**src/rtl/wtg_pc_unit_if.sv**
```systemverilog
`default_nettype none
//------------------------------------------------------------------------------
// wtg_pc_unit_if
// Bundles the decode-side request signals and the fetch-side PC outputs of
// wtg_pc_unit. The redirect op encodings are provided here with include
// guards, so an external Core.vh that defines them first takes precedence.
// Revision: 1.0 - initial release
//------------------------------------------------------------------------------
`ifndef WTG_OP_BIT
`define WTG_OP_BIT 4
`endif
`ifndef WTG_OP_SEQ
`define WTG_OP_SEQ  0
`endif
`ifndef WTG_OP_J32
`define WTG_OP_J32  1
`endif
`ifndef WTG_OP_J26
`define WTG_OP_J26  2
`endif
`ifndef WTG_OP_BEQ
`define WTG_OP_BEQ  3
`endif
`ifndef WTG_OP_BNE
`define WTG_OP_BNE  4
`endif
`ifndef WTG_OP_BLEZ
`define WTG_OP_BLEZ 5
`endif
`ifndef WTG_OP_BGTZ
`define WTG_OP_BGTZ 6
`endif
`ifndef WTG_OP_BLTZ
`define WTG_OP_BLTZ 7
`endif
`ifndef WTG_OP_BGEZ
`define WTG_OP_BGEZ 8
`endif

interface wtg_pc_unit_if #(
  parameter int PC_W  = 32,
  parameter int CNT_W = 32
) ();
  // Requests from decode / register read
  logic                   en;
  logic [`WTG_OP_BIT-1:0] op;
  logic [31:0]            off32;
  logic [25:0]            imm26;
  logic [31:0]            data_x;
  logic [31:0]            data_y;
  logic                   halt;
  // PC and status towards fetch
  logic [PC_W-1:0]        pc;
  logic [PC_W-1:0]        pc_4;
  logic                   branched;
  logic                   pending;
  logic                   slot_err;
  logic                   halted;
  logic [CNT_W-1:0]       taken_cnt;
  logic [CNT_W-1:0]       jump_cnt;

  modport master (
    output en, op, off32, imm26, data_x, data_y, halt,
    input  pc, pc_4, branched, pending, slot_err, halted, taken_cnt, jump_cnt
  );

  modport slave (
    input  en, op, off32, imm26, data_x, data_y, halt,
    output pc, pc_4, branched, pending, slot_err, halted, taken_cnt, jump_cnt
  );
endinterface

`default_nettype wire

```
**src/rtl/wtg_pc_unit.sv**
```systemverilog
`default_nettype none
//------------------------------------------------------------------------------
// wtg_pc_unit
// Registered program counter with J32/J26/conditional-branch redirects, an
// optional MIPS delay slot and a sticky halt.
// Optional macro WTG_STAT_EN: adds saturating taken-branch / jump counters;
// when undefined both counter outputs are tied to zero.
// The interface instance must carry the same PC_W / CNT_W as this module.
// Revision: 1.0 - initial release
//------------------------------------------------------------------------------
module wtg_pc_unit #(
  parameter int              PC_W       = 32,
  parameter logic [PC_W-1:0] RESET_PC   = '0,
  parameter int              DELAY_SLOT = 0,
  parameter int              CNT_W      = 32
) (
  input  wire logic      clk,
  input  wire logic      rst_n,
  wtg_pc_unit_if.slave   bus
);

  localparam logic [`WTG_OP_BIT-1:0] OP_J32  = `WTG_OP_BIT'(`WTG_OP_J32);
  localparam logic [`WTG_OP_BIT-1:0] OP_J26  = `WTG_OP_BIT'(`WTG_OP_J26);
  localparam logic [`WTG_OP_BIT-1:0] OP_BEQ  = `WTG_OP_BIT'(`WTG_OP_BEQ);
  localparam logic [`WTG_OP_BIT-1:0] OP_BNE  = `WTG_OP_BIT'(`WTG_OP_BNE);
  localparam logic [`WTG_OP_BIT-1:0] OP_BLEZ = `WTG_OP_BIT'(`WTG_OP_BLEZ);
  localparam logic [`WTG_OP_BIT-1:0] OP_BGTZ = `WTG_OP_BIT'(`WTG_OP_BGTZ);
  localparam logic [`WTG_OP_BIT-1:0] OP_BLTZ = `WTG_OP_BIT'(`WTG_OP_BLTZ);
  localparam logic [`WTG_OP_BIT-1:0] OP_BGEZ = `WTG_OP_BIT'(`WTG_OP_BGEZ);

  // RUN: normal sequencing; SLOT: delay-slot instruction is executing
  typedef enum logic [0:0] {
    ST_RUN  = 1'b0,
    ST_SLOT = 1'b1
  } state_e;

  state_e          state_q, state_d;
  logic [PC_W-1:0] pc_q, pc_d;
  logic [PC_W-1:0] tgt_q, tgt_d;
  logic            branched_q, branched_d;
  logic            slot_err_q, slot_err_d;
  logic            halted_q, halted_d;

  logic [PC_W-1:0] pc_4_w;
  logic [PC_W-1:0] j32_tgt;
  logic [PC_W-1:0] j26_tgt;
  logic [PC_W-1:0] br_tgt;
  logic [PC_W-1:0] target;
  logic            is_jump;
  logic            is_branch;
  logic            br_cond;
  logic            br_taken;
  logic            redirect;
  logic            count_br;
  logic            count_jmp;

  // Only slices of the operand buses are used for narrow PCs
  logic            unused_bits;
  assign unused_bits = ^{bus.data_x, bus.off32};

  assign pc_4_w  = pc_q + PC_W'(4);
  assign j32_tgt = {bus.data_x[PC_W-1:2], 2'b00};
  assign br_tgt  = pc_4_w + {bus.off32[PC_W-3:0], 2'b00};

  // J26 keeps the region bits above bit 27, which only exist for PC_W > 28
  generate
    if (PC_W > 28) begin : g_j26_region
      assign j26_tgt = {pc_4_w[PC_W-1:28], bus.imm26, 2'b00};
    end else begin : g_j26_flat
      assign j26_tgt = {bus.imm26, 2'b00};
    end
  endgenerate

  // Decode the op into jump/branch class, branch condition and target
  always_comb begin
    is_jump   = 1'b0;
    is_branch = 1'b0;
    br_cond   = 1'b0;
    target    = pc_4_w;
    case (bus.op)
      OP_J32:  begin is_jump = 1'b1; target = j32_tgt; end
      OP_J26:  begin is_jump = 1'b1; target = j26_tgt; end
      OP_BEQ:  begin is_branch = 1'b1; target = br_tgt; br_cond = (bus.data_x == bus.data_y); end
      OP_BNE:  begin is_branch = 1'b1; target = br_tgt; br_cond = (bus.data_x != bus.data_y); end
      OP_BLEZ: begin is_branch = 1'b1; target = br_tgt; br_cond = ($signed(bus.data_x) <= 32'sd0); end
      OP_BGTZ: begin is_branch = 1'b1; target = br_tgt; br_cond = ($signed(bus.data_x) >  32'sd0); end
      OP_BLTZ: begin is_branch = 1'b1; target = br_tgt; br_cond = ($signed(bus.data_x) <  32'sd0); end
      OP_BGEZ: begin is_branch = 1'b1; target = br_tgt; br_cond = ($signed(bus.data_x) >= 32'sd0); end
      default: ;
    endcase
  end

  assign br_taken = is_branch & br_cond;
  assign redirect = is_jump | br_taken;

  // Next-state logic: halt beats any redirect; the slot ignores redirect ops
  always_comb begin
    state_d    = state_q;
    pc_d       = pc_q;
    tgt_d      = tgt_q;
    branched_d = branched_q;
    slot_err_d = slot_err_q;
    halted_d   = halted_q;
    count_br   = 1'b0;
    count_jmp  = 1'b0;
    if (bus.en && !halted_q) begin
      branched_d = 1'b0;
      if (bus.halt) begin
        halted_d = 1'b1;
      end else begin
        case (state_q)
          ST_RUN: begin
            if (redirect) begin
              branched_d = br_taken;
              count_br   = br_taken;
              count_jmp  = is_jump;
              if (DELAY_SLOT != 0) begin
                tgt_d   = target;
                pc_d    = pc_4_w;
                state_d = ST_SLOT;
              end else begin
                pc_d = target;
              end
            end else begin
              pc_d = pc_4_w;
            end
          end
          ST_SLOT: begin
            pc_d    = tgt_q;
            state_d = ST_RUN;
            if (redirect) begin
              slot_err_d = 1'b1;
            end
          end
          default: state_d = ST_RUN;
        endcase
      end
    end
  end

  // Architectural state register
  always_ff @(posedge clk or negedge rst_n) begin
    if (!rst_n) begin
      state_q    <= ST_RUN;
      pc_q       <= RESET_PC;
      tgt_q      <= '0;
      branched_q <= 1'b0;
      slot_err_q <= 1'b0;
      halted_q   <= 1'b0;
    end else begin
      state_q    <= state_d;
      pc_q       <= pc_d;
      tgt_q      <= tgt_d;
      branched_q <= branched_d;
      slot_err_q <= slot_err_d;
      halted_q   <= halted_d;
    end
  end

`ifdef WTG_STAT_EN
  logic [CNT_W-1:0] taken_cnt_q;
  logic [CNT_W-1:0] jump_cnt_q;

  // Saturating statistics counters, advanced only by RUN-state redirects
  always_ff @(posedge clk or negedge rst_n) begin
    if (!rst_n) begin
      taken_cnt_q <= '0;
      jump_cnt_q  <= '0;
    end else begin
      if (count_br && (taken_cnt_q != '1)) begin
        taken_cnt_q <= taken_cnt_q + CNT_W'(1);
      end
      if (count_jmp && (jump_cnt_q != '1)) begin
        jump_cnt_q <= jump_cnt_q + CNT_W'(1);
      end
    end
  end

  assign bus.taken_cnt = taken_cnt_q;
  assign bus.jump_cnt  = jump_cnt_q;
`else
  logic unused_cnt;
  assign unused_cnt    = count_br ^ count_jmp;
  assign bus.taken_cnt = '0;
  assign bus.jump_cnt  = '0;
`endif

  assign bus.pc       = pc_q;
  assign bus.pc_4     = pc_4_w;
  assign bus.branched = branched_q;
  assign bus.pending  = (DELAY_SLOT != 0) && (state_q == ST_SLOT);
  assign bus.slot_err = slot_err_q;
  assign bus.halted   = halted_q;

endmodule

`default_nettype wire

```
**src/flat_wrapper.sv**
```systemverilog
// flat-port wrapper written by rule: the top's interface ports become plain ports
module wtg_pc_unit_flat 
#(
  parameter int              PC_W       = 32,
  parameter logic [PC_W-1:0] RESET_PC   = '0,
  parameter int              DELAY_SLOT = 0,
  parameter int              CNT_W      = 32
)
  (clk, rst_n, bus_en, bus_op, bus_off32, bus_imm26, bus_data_x, bus_data_y, bus_halt, bus_pc, bus_pc_4, bus_branched, bus_pending, bus_slot_err, bus_halted, bus_taken_cnt, bus_jump_cnt);
  wtg_pc_unit_if #(.PC_W(PC_W), .CNT_W(CNT_W)) bus_i ();
  input  wire logic clk;
  input  wire logic rst_n;
  input wire logic [$bits(bus_i.en)-1:0] bus_en;
  input wire logic [$bits(bus_i.op)-1:0] bus_op;
  input wire logic [$bits(bus_i.off32)-1:0] bus_off32;
  input wire logic [$bits(bus_i.imm26)-1:0] bus_imm26;
  input wire logic [$bits(bus_i.data_x)-1:0] bus_data_x;
  input wire logic [$bits(bus_i.data_y)-1:0] bus_data_y;
  input wire logic [$bits(bus_i.halt)-1:0] bus_halt;
  output wire logic [$bits(bus_i.pc)-1:0] bus_pc;
  output wire logic [$bits(bus_i.pc_4)-1:0] bus_pc_4;
  output wire logic [$bits(bus_i.branched)-1:0] bus_branched;
  output wire logic [$bits(bus_i.pending)-1:0] bus_pending;
  output wire logic [$bits(bus_i.slot_err)-1:0] bus_slot_err;
  output wire logic [$bits(bus_i.halted)-1:0] bus_halted;
  output wire logic [$bits(bus_i.taken_cnt)-1:0] bus_taken_cnt;
  output wire logic [$bits(bus_i.jump_cnt)-1:0] bus_jump_cnt;
  assign bus_i.en = bus_en;
  assign bus_i.op = bus_op;
  assign bus_i.off32 = bus_off32;
  assign bus_i.imm26 = bus_imm26;
  assign bus_i.data_x = bus_data_x;
  assign bus_i.data_y = bus_data_y;
  assign bus_i.halt = bus_halt;
  assign bus_pc = bus_i.pc;
  assign bus_pc_4 = bus_i.pc_4;
  assign bus_branched = bus_i.branched;
  assign bus_pending = bus_i.pending;
  assign bus_slot_err = bus_i.slot_err;
  assign bus_halted = bus_i.halted;
  assign bus_taken_cnt = bus_i.taken_cnt;
  assign bus_jump_cnt = bus_i.jump_cnt;
  wtg_pc_unit #(.PC_W(PC_W), .RESET_PC(RESET_PC), .DELAY_SLOT(DELAY_SLOT), .CNT_W(CNT_W)) u_core (.clk(clk), .rst_n(rst_n), .bus(bus_i));
endmodule
```
**config.mk**
```make
export PLATFORM = sky130hd
export DESIGN_NAME = wtg_pc_unit_flat
export DESIGN_NICKNAME = d
export VERILOG_FILES = /design/src/rtl/wtg_pc_unit_if.sv /design/src/rtl/wtg_pc_unit.sv /design/src/flat_wrapper.sv
export SDC_FILE = /design/constraint.sdc
export NUM_CORES = 1
export LEC_CHECK = 0
export CAP_MARGIN = 20
export CORE_ASPECT_RATIO = 0.5
export CORE_UTILIZATION = 37
export CTS_CLUSTER_SIZE = 16
export DETAILED_ROUTE_END_ITERATION = 7
export PLACE_DENSITY = 0.79
export SYNTH_ARGS = -nofsm -noshare
export SYNTH_HDL_FRONTEND = slang
export SYNTH_SLANG_ARGS = --single-unit
```
**constraint.sdc**
```tcl
create_clock -name clk -period 3.8 [get_ports clk]
set_input_delay 0.95 -clock clk [delete_from_list [all_inputs] [get_ports clk]]
set_output_delay 0.95 -clock clk [all_outputs]
set_load 0.02 [all_outputs]
```
Word level (Yosys, flattened, before mapping)
Cells that the tools add are included.
{"block": "totals", "ff_bits": 34}
{"block": "classes", "add_sub_neg": 2, "n_lt_le_gt_ge": 4, "n_eq_ne": 10, "mux": 7, "n_bitwise": 3, "n_reduce_logical": 6}
{"cell": "$pmux 32 s3", "n": 1}
{"cell": "$add 32x3->32 const B", "n": 1}
{"cell": "$add 32x32->32", "n": 1}
{"cell": "$eq 32x32->1", "n": 1}
{"cell": "$ge 32x1->1 const B", "n": 1}
{"cell": "$gt 32x1->1 const B", "n": 1}
{"cell": "$le 32x1->1 const B", "n": 1}
{"cell": "$lt 32x1->1 const B", "n": 1}
{"cell": "$mux 32", "n": 1}
{"cell": "$ne 32x32->1", "n": 1}
{"cell": "$eq 4x3->1 const B", "n": 4}
{"cell": "$eq 4x2->1 const B", "n": 2}
{"cell": "$pmux 1 s6", "n": 1}
{"cell": "$reduce_or 6->1", "n": 1}
{"cell": "$eq 4x1->1 const B", "n": 1}
{"cell": "$eq 4x4->1 const B", "n": 1}
{"cell": "$mux 1", "n": 4}
{"cell": "$reduce_and 2->1", "n": 2}
{"cell": "$reduce_or 2->1", "n": 1}
{"cell": "$and 1x1->1", "n": 1}
{"cell": "$logic_and 1x1->1", "n": 1}
{"cell": "$logic_not 1->1", "n": 1}
{"cell": "$not 1->1", "n": 1}
{"cell": "$or 1x1->1", "n": 1}

Logic depth before layout (Yosys ltp)
{"block": "depth", "depth_word": 7, "depth_mapped": 18, "mapped_depth_nobuf": 17}

Worst setup path after synthesis
OpenSTA, ideal clock, no wires.
{"block": "synth_timing", "path_type": "reg2reg", "start": "reg u_core.pc_q[2] (netlist: u_core.bus.pc[2])", "end": "reg u_core.pc_q[27] (netlist: u_core.bus.pc[27])", "setup_ns": 0.118, "arrival_ns": 4.191, "t_required_ns": 3.682, "path_slack_ns": -0.509, "stages_incl_launch_ff": 18, "path_buffers": 0, "cell_sequence": "dfrtp_1 ha_1 nand4_1 nor2_1 nand3_1 nor2_1 nand3_1 xnor2_1 ha_1 and3_1 and2_1 o21a_1 a221o_1 a41oi_2 xnor2_1 a222oi_1 a21oi_1 a21o_1"}
{"block": "synth_via", "elab_chain_cells": 4}
{"item": "from (decl)", "line_no": "wtg_pc_unit.sv:38", "rtl": "logic [PC_W-1:0] pc_q, pc_d;"}
{"item": "from (signal assigned)", "line_no": "wtg_pc_unit.sv:152", "rtl": "pc_q <= pc_d;"}
{"item": "$add 32x3->32", "line_no": "wtg_pc_unit.sv:61", "rtl": "assign pc_4_w = pc_q + PC_W'(4);"}
{"item": "named net bus_pc_4[22]", "line_no": "flat_wrapper.sv:21", "rtl": "output wire logic [$bits(bus_i.pc_4)-1:0] bus_pc_4;"}
{"item": "$add 32x32->32", "line_no": "wtg_pc_unit.sv:63", "rtl": "assign br_tgt = pc_4_w + {bus.off32[PC_W-3:0], 2'b00};"}
{"item": "$pmux 32 s3", "line_no": "wtg_pc_unit.sv:80", "rtl": "case (bus.op)"}
{"item": "$mux 32", "line_no": "wtg_pc_unit.sv:113", "rtl": "if (redirect) begin"}
The timed path passes the listed nets, and every way through them passes these cells.
A chain may end at the register's enable or synchronous reset.

Final worst setup path
{"block": "layout_timing", "start": "reg u_core.pc_q[2] (netlist: u_core.bus.pc[2])", "end": "reg u_core.pc_q[31] (netlist: u_core.bus.pc[31])"}
{"block": "layout_via", "elab_chain_cells": 4}
{"item": "$add 32x3->32 (*)", "line_no": "wtg_pc_unit.sv:61"}
{"item": "$add 32x32->32", "line_no": "wtg_pc_unit.sv:63"}
{"item": "$pmux 32 s3", "line_no": "wtg_pc_unit.sv:80"}
{"item": "$mux 32 (*)", "line_no": "wtg_pc_unit.sv:113"}
Mark *: on every way between the ends. The rest lies on a longest branch, timed or not.

==> impl.org <==
** Outcome
- Run status :: finished with violations
- Violated checks :: setup timing

** Route
- Total Wirelength :: approximately 21 mm
- Using the TritonRoute via totals, the vias-per-cell ratio works out to 5.522.
- Routed via count :: 6290
- For this block, the initial DRC count from the detailed router was ~600.
- Wire length per cell :: 18.20 um
- Number of remaining DRC errors :: 0
- Once detail routing completed, the nets flagged for antenna violations numbered 0.
- Pre-antenna DRT Iters :: 8

** CTS
- TritonCTS clock tree :: yes
- Clock latency on the worst-skew pair, taken at its later pin, is just under 0.3 ns.
- Maximum clock path buffer count :: 2
- Number of buffers created by CTS :: 5
- After clock tree synthesis, the clock-pin slew on the worst setup and hold paths is 0.06 ns.
- Number of levels in the clock H-tree :: 2
- Hold_buf cts :: 0
- Sink Count :: 32
- CTS root buf :: sky130_fd_sc_hd__clkbuf_16

** Global routing
- The total overflow left after global routing is 0.
- First-pass GRT wire length :: 31.17 mm
- Via count of the first global-routing pass :: 6143
- Antenna violations before repair :: 0
- Global routing used 27.59% of the available tracks across all layers.
- Entering global routing, the biggest net connects 39 pins.

** Timing
- For the finished layout, the period the worst path requires is 3.814 ns.
- Setup repair after global routing missed its margin :: true
- Worst-case setup margin in the final layout :: -0.01424 ns
- Setup violations remaining at the end of the flow were counted as 2.
- Highest clock frequency the design can meet :: between 0.2 and 0.3 GHz
- Rel. slew slack :: 43.96%
- Pins over their slew limit :: 0
- Final count of hold timing violations :: 0
- Clk_skew :: 0.007805 ns
- Tcrit/Tclk final :: 100.4%
- Worst slew pin tran :: between 0.8 and 0.9 ns

** Yosys
- Number of distinct standard cells referenced by the synthesized netlist :: 64
- Area share of the largest cell type after synthesis :: 15.77%
- Share of flip-flops with an asynchronous set or reset after synthesis :: 100.0%
- Sequential elements use 15.77% of the synthesized area.
- The mapped netlist covers between 5000 and 6000 um^2.
- Most instantiated library cell after synthesis :: sky130_fd_sc_hd__buf_4
- Instance count of the mapped netlist :: ~660
- Commonest cells in the netlist :: sky130_fd_sc_hd__buf_4 (71), sky130_fd_sc_hd__xnor2_1 (67), sky130_fd_sc_hd__nand2_1 (62), sky130_fd_sc_hd__a21oi_1 (48), sky130_fd_sc_hd__o21ai_0 (35)
- EDFF count, synth :: 0
- Yosys warns :: 0
- Largest area contributor in the netlist :: sky130_fd_sc_hd__dfrtp_1
- For this run, the leading register cell type out of synthesis is sky130_fd_sc_hd__dfrtp_1.
- Sorting the synthesized cells by area gives the leading types as sky130_fd_sc_hd__dfrtp_1 (16%), sky130_fd_sc_hd__xnor2_1 (12%), sky130_fd_sc_hd__buf_4 (10%).
- Averaged over all synthesized cells, the footprint is ~7.7 um^2.
- Seq cells post-synth :: 32

** Power
- IR analysis of the VDD net gives a maximum drop of 0.0002114 V.
- Switch share :: 42.93%
- Of the total power, combinational logic draws 67.0%.
- The internal portion of the total power is 1.664 mW.
- Of the total power, registers draw 16.4%.
- Pwr dens :: 342.9 nW/um^2
- Total chip power :: just under 3 mW
- For this design the total switching power over the nets is 1.251 mW.
- The share of total power dissipated in the clock network is about 17%.
- For this design the static power due to leakage is 3.705 nW.

** Floorplan
- The die covers 14230 um^2.
- Core area :: roughly 13000 um^2
- Vertical die dimension :: between 80 and 90 um
- Starting utilization of the core area :: between 30% and 40%
- roughly 260 I/O pins were placed.
- In this run the horizontal extent of the chip is about 170 um.
- Standard-cell row count :: 29

** Setup path
- STA puts the critical path data required time at 4.02 ns.
- STA classifies the critical path startpoint as a flip-flop.
- Slowest CP cell :: sky130_fd_sc_hd__dfrtp_2
- The largest single stage delay on the critical path is approximately 0.40 ns.
- In this design, the largest share of critical-path delay is due to compound AO/OA/AOI/OAI gates.
- Buffers plus inverters on the worst setup path :: 1
- Start-to-end type of the worst setup path :: reg2reg
- Worst path cell trace :: ha_4 > nand4_1 > nor2_4 > buf_6 > and3_4 > nand2b_4 > nand2_2 > ha_4 > a21o_1 > nand3_1 > nand2_1 > or2_1 > a221o_1 > a41oi_2 > o21ai_0 > xnor2_1 > o21ai_1 > o311a_1
- The worst setup path is captured at a flip-flop.
- Data arrives at the worst endpoint at 4.04 ns.
- Of all nets on the critical path, the largest fanout is 6.
- The cell that appears most often on the critical path is sky130_fd_sc_hd__ha_4.

** Finish
- Fill cells in the final layout number 1014.
- The number of antenna diodes in the final layout is 0.
- After routing the design area is 8502 um^2.
- The post-route netlist has 23.63% of its cells at a drive strength greater than 1.
- Compared with the post-synthesis result, the final layout area differs by 67.41%.
- At the end of the flow, the number of nets in the layout was 1133.

** Placed design
- Placer's final routability congestion estimate :: about 0.92
- In this run the cell area measured after placement is 7789 um^2.
- Prior to clock tree synthesis, the placed netlist has a worst setup slack of -0.1970 ns.
- Port buffering added 189 buffers.
- After legalization and detailed placement, the total HPWL measured ~16 mm.

** Run
- The tool flagged a number of max-cap violations equal to 0.

** Worst hold path
- The tightest min-delay check is of the reg2reg type.
==> metal layers <==
layer,GRT usage (%),part of all wire (%),vias to the layer above
met3,6.623,8.7,73
met5,0,0,-
met4,11.26,3.9,0
met2,47.42,49,378
met1,33.47,39,2931
li1,-,-,2908
==> registers in the layout (all words and copies together) (netlist names) <==
name and flops:
u_core.bus.pc 30, u_core.bus.branched 1, u_core.bus.halted 1
==> path summary, 6_finish.rpt <==
| path | startpoint | endpoint | slack [ns] | cells after the start |
|---|---|---|---|---|
| min in group asynchronous | rst_n | u_core.bus.pc[12] | 1.01 | 1 |
| worst max register to register | u_core.bus.pc[2] | u_core.bus.pc[31] | -0.01 | 18 |
| worst min-delay path | u_core.bus.halted | u_core.bus.halted | 0.48 | 1 |
| worst min register to register | u_core.bus.halted | u_core.bus.halted | 0.48 | 1 |
| worst max-delay path | u_core.bus.pc[2] | u_core.bus.pc[31] | -0.01 | 18 |
| max in group asynchronous | rst_n | u_core.bus.pc[18] | 2.03 | 2 |
==> power groups by stage <==
stage                     Combinational [mW]  Sequential [mW]  Clock (mW)
after global routing                    2.08            0.485       0.502
after detailed placement                1.75            0.466           0
after global placement                  1.72            0.462           0
after floorplan                        0.933            0.545           0
after CTS                               1.81            0.469       0.483
final                                   1.95            0.477       0.483
==> per-stage QoR <==
stage / hold WS [ns] / setup TNS, ns / util (%) / cells
after floorplan: 0.5758 / -0.09251 / - / 732
after global placement: 0.4548 / -0.5435 / 59.79 / 1109
after detailed placement: 0.4697 / -1.322 / 59.79 / 1109
after CTS: 0.4813 / -0.02561 / 62.66 / 1132
after global routing: 0.5034 / -0.8275 / 65.27 / 1139
final: 0.4770 / -0.01587 / 65.27 / 1139
==> placed cells by master, fill, tap and decap left out, drive strengths merged, types with 5 or more instances in the layout <==
master,count
clkdlybuf4s50,184
buf,136
conb,70
xnor2,67
nand2,62
a21oi,48
o21ai,48
ha,34
nor2,32
dfrtp,32
a222oi,19
xor2,19
nand4,18
inv,17
nand3,16
and3,16
a21o,15
nor4,14
nand2b,11
a31oi,8
a211oi,7
nor3,7
a22oi,6
nor2b,6
a221oi,6
or3,5
clkbuf,5
==> logic make-up (layout without fill, tap and decap cells) <==
| family | after synthesis | after routing | share of synthesized area (%) |
|---|---|---|---|
| other cells | 1 | 70 | 0.07384 |
| buf+inv | 113 | 350 | 14.29 |
| fa+ha+maj | 35 | 35 | 8.771 |
| mux | 2 | 2 | 0.4188 |
| flops | 32 | 32 | 15.77 |
| compound gates | 193 | 193 | 25.35 |
| simple gates | 201 | 201 | 20.35 |
| xor+xnor | 86 | 86 | 14.98 |
==> layout make-up <==
cell class	count	area, um^2	area share (%)
clock buffers	5	125.1	1.472
clock inverters	3	42.54	0.5004
inverters	17	63.81	0.7506
multi-input cells	587	4294	50.51
flip-flops and latches	32	814.5	9.581
well taps	170	212.7	2.502
repair buffers	325	2949	34.69
==> what timing repair did <==
action                     in CTS  in global routing
setup endpoints to repair       9                 23
buffers inserted               15                  7
hold endpoints to repair        0                  0
gates cloned                    0                  0
pin swaps                      22                 24
resized for setup              21                 53
(Power assumes the default switching activity.)
